### src/rtl/i2s_transmitter.sv
// i2s_transmitter
//   I2S bus master transmitter. Divides clk_i down to BCK, generates LRCK
//   and shifts stereo 32-bit frames out on SDATA, MSB first, standard I2S
//   framing (LRCK low = left, data lags each LRCK edge by one BCK).
//   A one-frame holding buffer sits between the valid/ready sample port
//   and the serial frame timing.
//
//   Optional feature macro: I2S_TX_UNDERRUN_HOLD_EN
//     defined     -> on underrun, resend the last frame that loaded from the buffer
//     not defined -> on underrun, send silence (zeros)
//
// Ports
//   clk_i        system clock
//   rst_ni       async active-low reset
//   data_l_i     left sample (32b)
//   data_r_i     right sample (32b)
//   data_vld_i   frame valid
//   data_rdy_o   holding buffer empty (registered)
//   bck_o        bit clock, period 2*BCK_DIV clk_i
//   lrck_o       word select, 0 = left, 1 = right
//   sdata_o      serial data, changes on BCK falling edges
//   frame_stb_o  one-cycle pulse per frame load
//   underrun_o   one-cycle pulse when a frame load finds the buffer empty
module i2s_transmitter #(
  parameter int BCK_DIV = 4
) (
  input  logic        clk_i,
  input  logic        rst_ni,
  input  logic [31:0] data_l_i,
  input  logic [31:0] data_r_i,
  input  logic        data_vld_i,
  output logic        data_rdy_o,
  output logic        bck_o,
  output logic        lrck_o,
  output logic        sdata_o,
  output logic        frame_stb_o,
  output logic        underrun_o
);

  localparam int DW = (BCK_DIV > 1) ? $clog2(BCK_DIV) : 1;

`ifdef I2S_TX_UNDERRUN_HOLD_EN
  localparam bit HOLD = 1'b1;
`else
  localparam bit HOLD = 1'b0;
`endif

  logic [DW-1:0] div_cnt;
  logic [5:0]    bit_cnt;
  logic [5:0]    bit_nxt;
  logic [63:0]   shifter;
  logic [63:0]   buf_q;
  logic [63:0]   last_q;
  logic [63:0]   fill;
  logic          div_tc;
  logic          fall;
  logic          load;
  logic          buf_full;
  logic          wr;

  // data_rdy_o is the registered inverse of the buffer-full flag, so the
  // flag itself needs no separate storage.
  assign buf_full = ~data_rdy_o;
  assign wr       = data_vld_i & data_rdy_o;

  assign div_tc  = (div_cnt == DW'(BCK_DIV - 1));
  // Fall cycle: the cycle whose edge drives bck_o 1->0.
  assign fall    = div_tc & bck_o;
  assign bit_nxt = bit_cnt + 6'd1;
  assign load    = fall & (bit_cnt == 6'd63);

  // Underrun fill; last_q is pruned away in the silence build.
  assign fill = HOLD ? last_q : '0;

  always_ff @(posedge clk_i or negedge rst_ni) begin
    if (!rst_ni) begin
      div_cnt     <= '0;
      bck_o       <= 1'b0;
      bit_cnt     <= 6'd63;
      lrck_o      <= 1'b0;
      sdata_o     <= 1'b0;
      shifter     <= '0;
      buf_q       <= '0;
      last_q      <= '0;
      data_rdy_o  <= 1'b1;
      frame_stb_o <= 1'b0;
      underrun_o  <= 1'b0;
    end else begin
      div_cnt <= div_tc ? '0 : div_cnt + DW'(1);
      if (div_tc) bck_o <= ~bck_o;

      frame_stb_o <= load;
      underrun_o  <= load & ~buf_full;

      if (fall) begin
        bit_cnt <= bit_nxt;
        lrck_o  <= bit_nxt[5];
        // Shifter MSB goes out first; on the load fall the last bit of the
        // old frame (R[0]) leaves while the new frame drops in behind it.
        sdata_o <= shifter[63];
        if (load) shifter <= buf_full ? buf_q : fill;
        else      shifter <= {shifter[62:0], 1'b0};
      end

      // A load with a full buffer cannot coincide with a write (rdy is low),
      // but a write can coincide with an empty-buffer load: that frame is
      // kept for the following load.
      if (load && buf_full) begin
        data_rdy_o <= 1'b1;
        last_q     <= buf_q;
      end else if (wr) begin
        data_rdy_o <= 1'b0;
        buf_q      <= {data_l_i, data_r_i};
      end
    end
  end

endmodule
### config.mk
export PLATFORM = sky130hd
export DESIGN_NAME = i2s_transmitter
export DESIGN_NICKNAME = d
export VERILOG_FILES = /design/src/rtl/i2s_transmitter.sv
export SDC_FILE = /design/constraint.sdc
export NUM_CORES = 1
export LEC_CHECK = 0
export ABC_AREA = 1
export ABC_CLOCK_PERIOD_IN_PS = 1400
export BUFFER_PORTS_ARGS = -buffer_cell sky130_fd_sc_hd__buf_2
export CAP_MARGIN = 10
export CELL_PAD_IN_SITES_DETAIL_PLACEMENT = 1
export CELL_PAD_IN_SITES_GLOBAL_PLACEMENT = 2
export CORE_ASPECT_RATIO = 0.75
export CORE_MARGIN = 2
export CORE_UTILIZATION = 32
export CTS_BUF_LIST = sky130_fd_sc_hd__clkbuf_4
export DETAILED_ROUTE_END_ITERATION = 10
export GPL_TIMING_DRIVEN = 1
export PLACE_DENSITY_LB_ADDON = 0.08
export SETUP_SLACK_MARGIN = 0.15
export SYNTH_ARGS = -nofsm -noshare
export SYNTH_HDL_FRONTEND = slang
export SYNTH_SLANG_ARGS = --single-unit
### constraint.sdc
create_clock -name clk_i -period 1.4 [get_ports clk_i]
set_input_delay 0.14 -clock clk_i [delete_from_list [all_inputs] [get_ports clk_i]]
set_output_delay 0.14 -clock clk_i [all_outputs]
set_load 0.01 [all_outputs]
# --- After elaboration in Yosys (flattened, before gate mapping) ---
# Index checks and enable logic that the tools add are counted.
classes:
  add_sub_neg: 2
  n_eq_ne: 2
  mux: 5
  bitwise: 7
  reduce_logical: 3
op_table:
  columns: ["op", "n"]
  rows:
  - ["$mux W64", 2]
  - ["$add A6 B1 Y6 const B", 1]
  - ["$eq A6 B6 Y1 const B", 1]
  - ["$and A1 B1 Y1", 4]
  - ["$not A1 Y1", 3]
  - ["$add A2 B1 Y2 const B", 1]
  - ["$eq A2 B2 Y1 const B", 1]
  - ["$mux W1", 2]
  - ["$mux W2", 1]
  - ["$reduce_and A2 Y1", 1]
  - ["$reduce_bool A2 Y1", 1]
  - ["$logic_and A1 B1 Y1", 1]
totals:
  reg_bits: 142
  in_bits: 67
  output_inout_bits: 6
  elab_cells: 29

# --- Longest topological paths before layout ---
# Gate-level depths: netlist of the first run.
depth:
  depth_word: 6
  mapped_depth: 8
  depth_no_buf: 7

# --- Least setup slack after synthesis of the first run ---
# Ideal clock, no wire load.
synth_timing:
  kind: "register to register"
  start: "register bit_cnt[0]"
  end: "register shifter[10]"
  setup_time_ps: 118
  arrival_time_ps: 1418
  setup_slack_ps: -136
  stages_incl_launch_ff: 9
  path_cell_list: "dfstp_2 ha_1 inv_1 nor2_1 buf_2 buf_2 nand3_1 nand3_1 nand2_1"
synth_between:
  elab_chain_cells: 3
synth_rtl:
  columns: ["element", "line", "source"]
  rows:
  - ["from (decl)", "49", "logic [5:0] bit_cnt;"]
  - ["from (signal assigned)", "96", "bit_cnt <= bit_nxt;"]
  - ["$eq A6 B6 Y1", "70", "assign load = fall & (bit_cnt == 6'd63);"]
  - ["$and A1 B1 Y1", "70", null]
  - ["$mux W64", "101", "if (load) shifter <= buf_full ? buf_q : fill;"]
  - ["to (signal assigned)", "101", null]
  - ["to (signal assigned)", "102", "else shifter <= {shifter[62:0], 1'b0};"]
  - ["to (decl)", "51", "logic [63:0] shifter;"]
# Every way passes these cells.
# A chain may end at the register's enable or synchronous reset.

# --- Final worst setup path of the first run ---
layout_timing:
  start: "register bit_cnt[1]"
  end: "register shifter[33]"
# The elaborated chain is that of the path after synthesis.

==> results of run 1 <==
[cells in the final DEF, fill, tap and decap left out, types with 2 or more instances in the layout]
master         Yosys  layout
buf_12             0      22
buf_16             0       8
ha_4               0       2
xor2_1             2       2
buf_8              0       2
nand3_2            0      48
bufinv_16          0       2
dfrtp_1          135     135
inv_1             44      42
clkbuf_4           0      17
buf_4              1      18
clkinv_1           2       3
nand4_1           35      35
buf_2             19      70
clkinvlp_4         0       7
nand2_4            0       3
o21ai_2            0       4
o21ai_0           13       8
dlygate4sd3_1      0      65
nand2_2            2      15
inv_6              0       2
nor2_1             8       4
dfstp_2            7       7
nand3_1          128      79
buf_6              3      13
nor2_4             1       4
nand2_1          330     312
clkbuf_16          0      15
nand2_8            0       2
[flip-flops by register name, summed over array words and instances, names as in the netlist]
| register | flops |
|---|---|
| buf_q | 64 |
| shifter | 64 |
| bit_cnt | 6 |
| div_cnt | 2 |
| bck_o | 1 |
| data_rdy_o | 1 |
| frame_stb_o | 1 |
| lrck_o | 1 |
| sdata_o | 1 |
| underrun_o | 1 |
[power by group through the flow]
stage | Clock [µW] | Combinational [µW] | Sequential (µW)
floorplan | 0 | 693 | 5030
global placement | 0 | 1040 | 5150
detailed placement | 0 | 1100 | 5150
CTS | 2760 | 1330 | 5080
global route | 2950 | 1680 | 5150
finish | 2680 | 1460 | 5080
[cell type report]
cell class / instances / area share [%]
timing repair inverter: 1 / 0.171
sequential: 142 / 37.5
clock buffer: 17 / 1.34
timing repair buffer: 215 / 25.2
inverter: 46 / 2.20
tap: 253 / 3.34
multi-input combinational: 526 / 28.6
clock inverter: 15 / 1.54
[cells by family (layout without fill, tap and decap cells)]
group                    count (synthesis)  in the layout  share of synthesized area, %
XOR/XNOR                                 4              4                         0.558
flip-flops                             142            142                          56.7
AO/OA/AOI/OAI                           16             16                          1.33
buffers and inverters                  100            294                          6.77
AND/OR/NAND/NOR                        504            504                          34.2
adder cells (fa/ha/maj)                  2              2                         0.398
[timing repair]
item | in CTS | in global routing
buffers inserted | 6 | 9
endpoints found under the setup margin | 105 | 160
hold buffers | 66 | 0
pin swaps | 6 | 19
gates cloned | 8 | 20
hold endpoints to repair | 206 | 0
gates resized for setup | 34 | 98
[worst max-delay path by stage]
stage	start	endpoint	cells after the start
5_1_grt	bit_cnt[1]	shifter[33]	9
2_1_floorplan	bit_cnt[1]	shifter[11]	8
6_report	bit_cnt[1]	shifter[33]	9
4_1_cts	bit_cnt[1]	shifter[53]	9
3_5_place_dp	bit_cnt[1]	shifter[34]	7
3_3_place_gp	bit_cnt[1]	shifter[58]	7
[routing by layer]
layer | part of all wire, % | up-vias | GRT usage (%)
li1 | - | 2832 | -
met1 | 47 | 3029 | 26.1
met2 | 47 | 118 | 32.6
met3 | 3.2 | 28 | 4.15
met4 | 1.9 | 0 | 5.32
met5 | 0 | - | 0
[per-stage QoR]
stage          utilization (%)  power (µW)  worst slack [ns]  hold slack, ns
6_report                  49.1        9220            -0.182           0.166
5_1_grt                   49.1        9780            -0.250           0.132
4_1_cts                   44.3        9170            -0.151          0.0484
3_5_place_dp              37.5        6250            -0.125          0.0228
3_3_place_gp              37.5        6190           -0.0862          0.0278
2_1_floorplan                -        5720            0.0310          -0.156
==> run metrics, run 1 <==
CORE AREA 19,300 µm²; Routed Wire Length between 20 and 25 mm; Worst Path Max Fanout 12; worst skew pair latency 0.57 ns; CP top delay family flip-flops; Total Nets Final approximately 1.0k; fmax ~630 MHz; worst clock skew 0.0227 ns; Mapped Avg Cell Area roughly 8.2 µm²; drt wl/cell approximately 19 µm; Die H 125 µm; max-slew violations 0; die width around 170 µm; CTS Buf Count 17; vias in the first global route between 6k and 7k; First DRT Iteration DRCs approximately 320; synth unique cells 21; Worst IR Drop VDD 0.497 mV; Slew headroom a little under half; dpl cells ~1.1k; crit path capture type flop; cell types with the highest counts after synthesis nand2_1 (330), dfrtp_1 (135), nand3_1 (128), inv_1 (44), nand4_1 (35); Placed Area roughly 7300 µm²; Critical Path RT between 1.5 and 2 ns; Final setup viols a little under 70; Pint between 6000 and 7000 µW; Synth Instances ~770; RSZ-0062 raised after global routing true; fill count approximately 2.2k; I/O Buffers 72; dpl hpwl 10.7 mm; Area Overhead vs Synth 51.0%; post-route ant nets 0; Leakage 0.00479 µW; Clock Tree Buf Depth 2; flop-to-flop setup slack -0.18 ns; asr flop ratio synth 100%; synthesized area ~6300 µm²; Hold Vio Cnt, Final 0; area of the multi-input gates 2720 µm²; slowest CP cell dfstp_2; flop and latch count out of synthesis between 100 and 150; max_cap viols 0; CTS clk-pin slew, worst paths about 0.13 ns; outcome finished, violations left; Initial Util 32.5%; reg-to-reg startpoint bit_cnt[1]; top cells by area, synth dfrtp_1 (54%), nand2_1 (20%), nand3_1 (10%), nand4_1 (3.5%), dfstp_2 (2.9%); startpoint types flop; FP Rows 44; PnR worst setup slack -0.182 ns; Comb power frac between 10% and 20%; DIE AREA 20,800 µm²; worst r2r path cells 9; n_diodes 0; worst hold path class in2async; failing checks setup timing; design area about 9500 µm²; TritonCTS clock tree yes; clock share of power between 20% and 30%; H-tree levels 4; initial antenna violation count 0; area leader, netlist dfrtp_1; NetSw 2790 µW; I/O pin count 73; EDFF count, synth 0; post-synth top area share 53.8%; Overflow after GRT 0; clk sinks between 100 and 150; largest net degree at the start of global routing 67; RR Endpoint shifter[33]; Syn. warnings 0; CTS root buf clkbuf_4; GRT Util Overall about a fifth; critical path arrival between 2 and 2.5 ns; final cell count without fillers roughly 1.2k; setup TNS -8.98 ns; WS Path Type reg2reg; Via density 4.94; Worst path max stage delay 0.59 ns; Syn Nets around 840; buffers plus inverters on the worst setup path 3; critical-path cell list ha_4 -> inv_4 -> nor2_4 -> buf_12 -> nand2_8 -> buf_8 -> nand2_1 -> nand3_2 -> nand2_1; crit path time final 1.58 ns; Vias around 6k; fin crit share 113%; Pwr Density a little under 1000 nW/µm²; most numerous cell on the critical path nand2_1; DRC viols 0; Switching Share between 30% and 40%; Worst Max-Slew Pin Slew slightly above 0.8 ns; Primary FF master, synth dfrtp_1; gp weighted congestion 0.718; register area approximately 3600 µm²; first-pass iteration count of the detailed router 4; Seq/Total Area, Yosys between 50% and 60%; first-pass GRT wire length 32.5 mm; count leader, synth nand2_1; Flop pwr share between 50% and 60%; layout cells sized above 1 ~28%
No activity file was read; power rests on OpenSTA's default activity.
==> run 2: changes to the inputs <==
ABC_CLOCK_PERIOD_IN_PS = 1850   (was 1400)
CORE_UTILIZATION = 39   (was 32)
clock period = 1.85 ns   (was 1.4 ns; I/O delays follow)
==> run 2 against run 1 <==
  * Fmax down 0.50%
  * Routed wire length fell by 26%
  * Clock skew shrank 0.0092 ns
  * Register-to-register slack gained 0.44 ns
  * Combinational power shrank 39%
  * The flow now finishes without violations
  * Hold slack worse by 0.039 ns
  * Critical endpoint is now shifter[47]
  * Sequential share of layout area is 7.6 points higher
==> run metrics, run 2 (synthesis gave the netlist of run 1 again) <==
outcome completed; initial antenna violation count 0 (unchanged); Vias 5,518 (-8.1%); WS Path Type reg2reg; WL met2 8.16 mm (-25%); vias in the first global route 6,020 (-4.2%); fin crit share 85.9% (-27 points); Pint 4740 µW (-26%); worst r2r path cells 7 (-2); Total Nets Final 962 (-5.5%); Met3 Wirelength 543 µm (-27%); M1 WL 8.11 mm (-25%); worst hold path depth 5; Final setup viols 0 (-100%); Switching Share 28.6% (-1.7 points); largest net degree at the start of global routing 52 (-22%); layout cells sized above 1 15.2% (-13 points); I/O pin count 73 (unchanged); Overflow after GRT 0 (unchanged); dpl cells 1,019 (-5.1%); gp weighted congestion 0.758 (+5.5%); most common cell after layout, fill and taps aside nand2_1; worst hold path class in2reg; Die H 114 µm (-9.1%); Area Overhead vs Synth 25.6%; Clock Tree Buf Depth 2 (unchanged); worst hold start data_vld_i; startpoint types flop; most frequent cells in the layout nand2_1 (329), dfrtp_1 (135), nand3_1 (128), buf_2 (71), dlygate4sd3_1 (65); Pwr Density 841 nW/µm² (-13%); reg-to-reg startpoint bit_cnt[0]; drt wl/cell 15.2 µm (-19%); DIE AREA 17,200 µm² (-17%); CORE AREA 15,900 µm² (-18%); setup TNS 0 ns (+8.98 ns); RR Endpoint shifter[47]; die width 151 µm (-9.2%); clk sinks 142 (unchanged); GRT Util Overall 21.6% (+2.0 points); H-tree levels 4 (unchanged); Comb power frac 13.4% (-2.4 points); Regs by FF count buf_q (64), shifter (64), bit_cnt (6); First DRT Iteration DRCs 208 (-35%); first-pass GRT wire length 29.2 mm (-10%); NetSw 1900 µW (-32%); Hold Vio Cnt, Final 0 (unchanged); Worst IR Drop VDD 0.436 mV (-12%); worst skew pair latency 0.55 ns (-0.02 ns); Initial Util 39.6% (+7.1 points); max_cap viols 0 (unchanged); Leakage 0.00413 µW (-14%); Worst Path Max Fanout 38 (+26); dpl hpwl 10.5 mm (-2.2%); Top Metal Used met4; clock share of power 28.7% (-0.4 points); post-route ant nets 0 (unchanged); crit path capture type flop; TritonCTS clock tree yes; Routed Wire Length 17.0 mm (-26%); RSZ-0062 raised after global routing true; final cell count without fillers 1,116 (-8.1%); max-slew violations 0 (unchanged); Critical Path RT 2.28 ns (+0.37 ns); Worst Hold End buf_q[32]; flop-to-flop setup slack 0.26 ns (+0.44 ns); crit path time final 1.59 ns (+0.00794 ns); Worst Max-Slew Pin Slew 0.536 ns (-0.278 ns); Via density 4.94 (about the same); Slew headroom 64.3% (+19 points); CTS root buf clkbuf_4; first-pass iteration count of the detailed router 4 (unchanged); FP Rows 40 (-9.1%); DRC viols 0 (unchanged); CTS Buf Count 17 (unchanged); I/O Buffers 72 (unchanged); CTS clk-pin slew, worst paths 0.13 ns (about the same); Flop pwr share 57.9% (+2.8 points); n_diodes 0 (unchanged); worst clock skew 0.0135 ns (-0.00920 ns); critical path arrival 2.02 ns (-0.07 ns); fmax 629 MHz (-0.50%)
-- run 2: critical path, stage by stage, from the launching register on --
cell and delay (ns):
dfstp_2 0.57, ha_1 0.15, inv_1 0.07, nor2_4 0.17
nand2_2 0.13, buf_12 0.20, nand3_1 0.10, nand3_1 0.08
-- run 2: per-stage QoR --
step	setup WS [ns]	instance area (µm²)	power [µW]	hold WS [ns]	util, %
final	0.260	7890	6640	0.127	49.7
after global routing	0.134	7890	7060	0.109	49.7
after CTS	0.221	7880	6740	0.102	49.7
after detailed placement	0.132	6970	4710	0.192	43.9
after floorplan	0.314	6280	4310	-0.111	-
after global placement	0.233	6970	4660	0.185	43.9
-- run 2: area by class of cell --
cell class	instances	area [µm²]
Inverter	46	173
Clock inverter	15	129
Multi-Input combinational cell	526	2310
Timing Repair Buffer	160	1330
Tap cell	210	263
Sequential cell	142	3560
Clock buffer	17	128
Fill cell	1902	7970
-- run 2: how the worst max path moves through the flow --
stage                from          end  slack [ns]  depth (start not counted)
4_1_cts        div_cnt[0]  shifter[10]        0.22                          7
3_3_place_gp   div_cnt[0]   shifter[4]        0.23                          7
6_report       bit_cnt[0]  shifter[47]        0.26                          7
2_1_floorplan  bit_cnt[0]  shifter[10]        0.31                          8
5_1_grt        div_cnt[0]  shifter[49]        0.13                          8
3_5_place_dp   div_cnt[0]  shifter[10]        0.13                          7
-- run 2: power by group through the flow --
stage          clock, µW  sequential, µW  combinational, µW
6_report            1910            3840                892
5_1_grt             2120            3900               1040
4_1_cts             1980            3850                914
3_5_place_dp           0            3910                806
3_3_place_gp           0            3900                765
2_1_floorplan          0            3800                509
-- run 2: routing by layer --
metal	up-vias	global-route usage, %
met4	0	5.72
met2	77	36.8
met3	15	5.16
li1	2697	-
met1	2729	27.8
met5	-	0
-- run 2: repair_timing --
action                                  CTS  global route
buffers inserted                          0             0
gates resized for setup                   1             3
pin swaps                                 0             1
endpoints found under the hold margin   139             0
endpoints found under the setup margin    2            32
hold buffers                             65             0
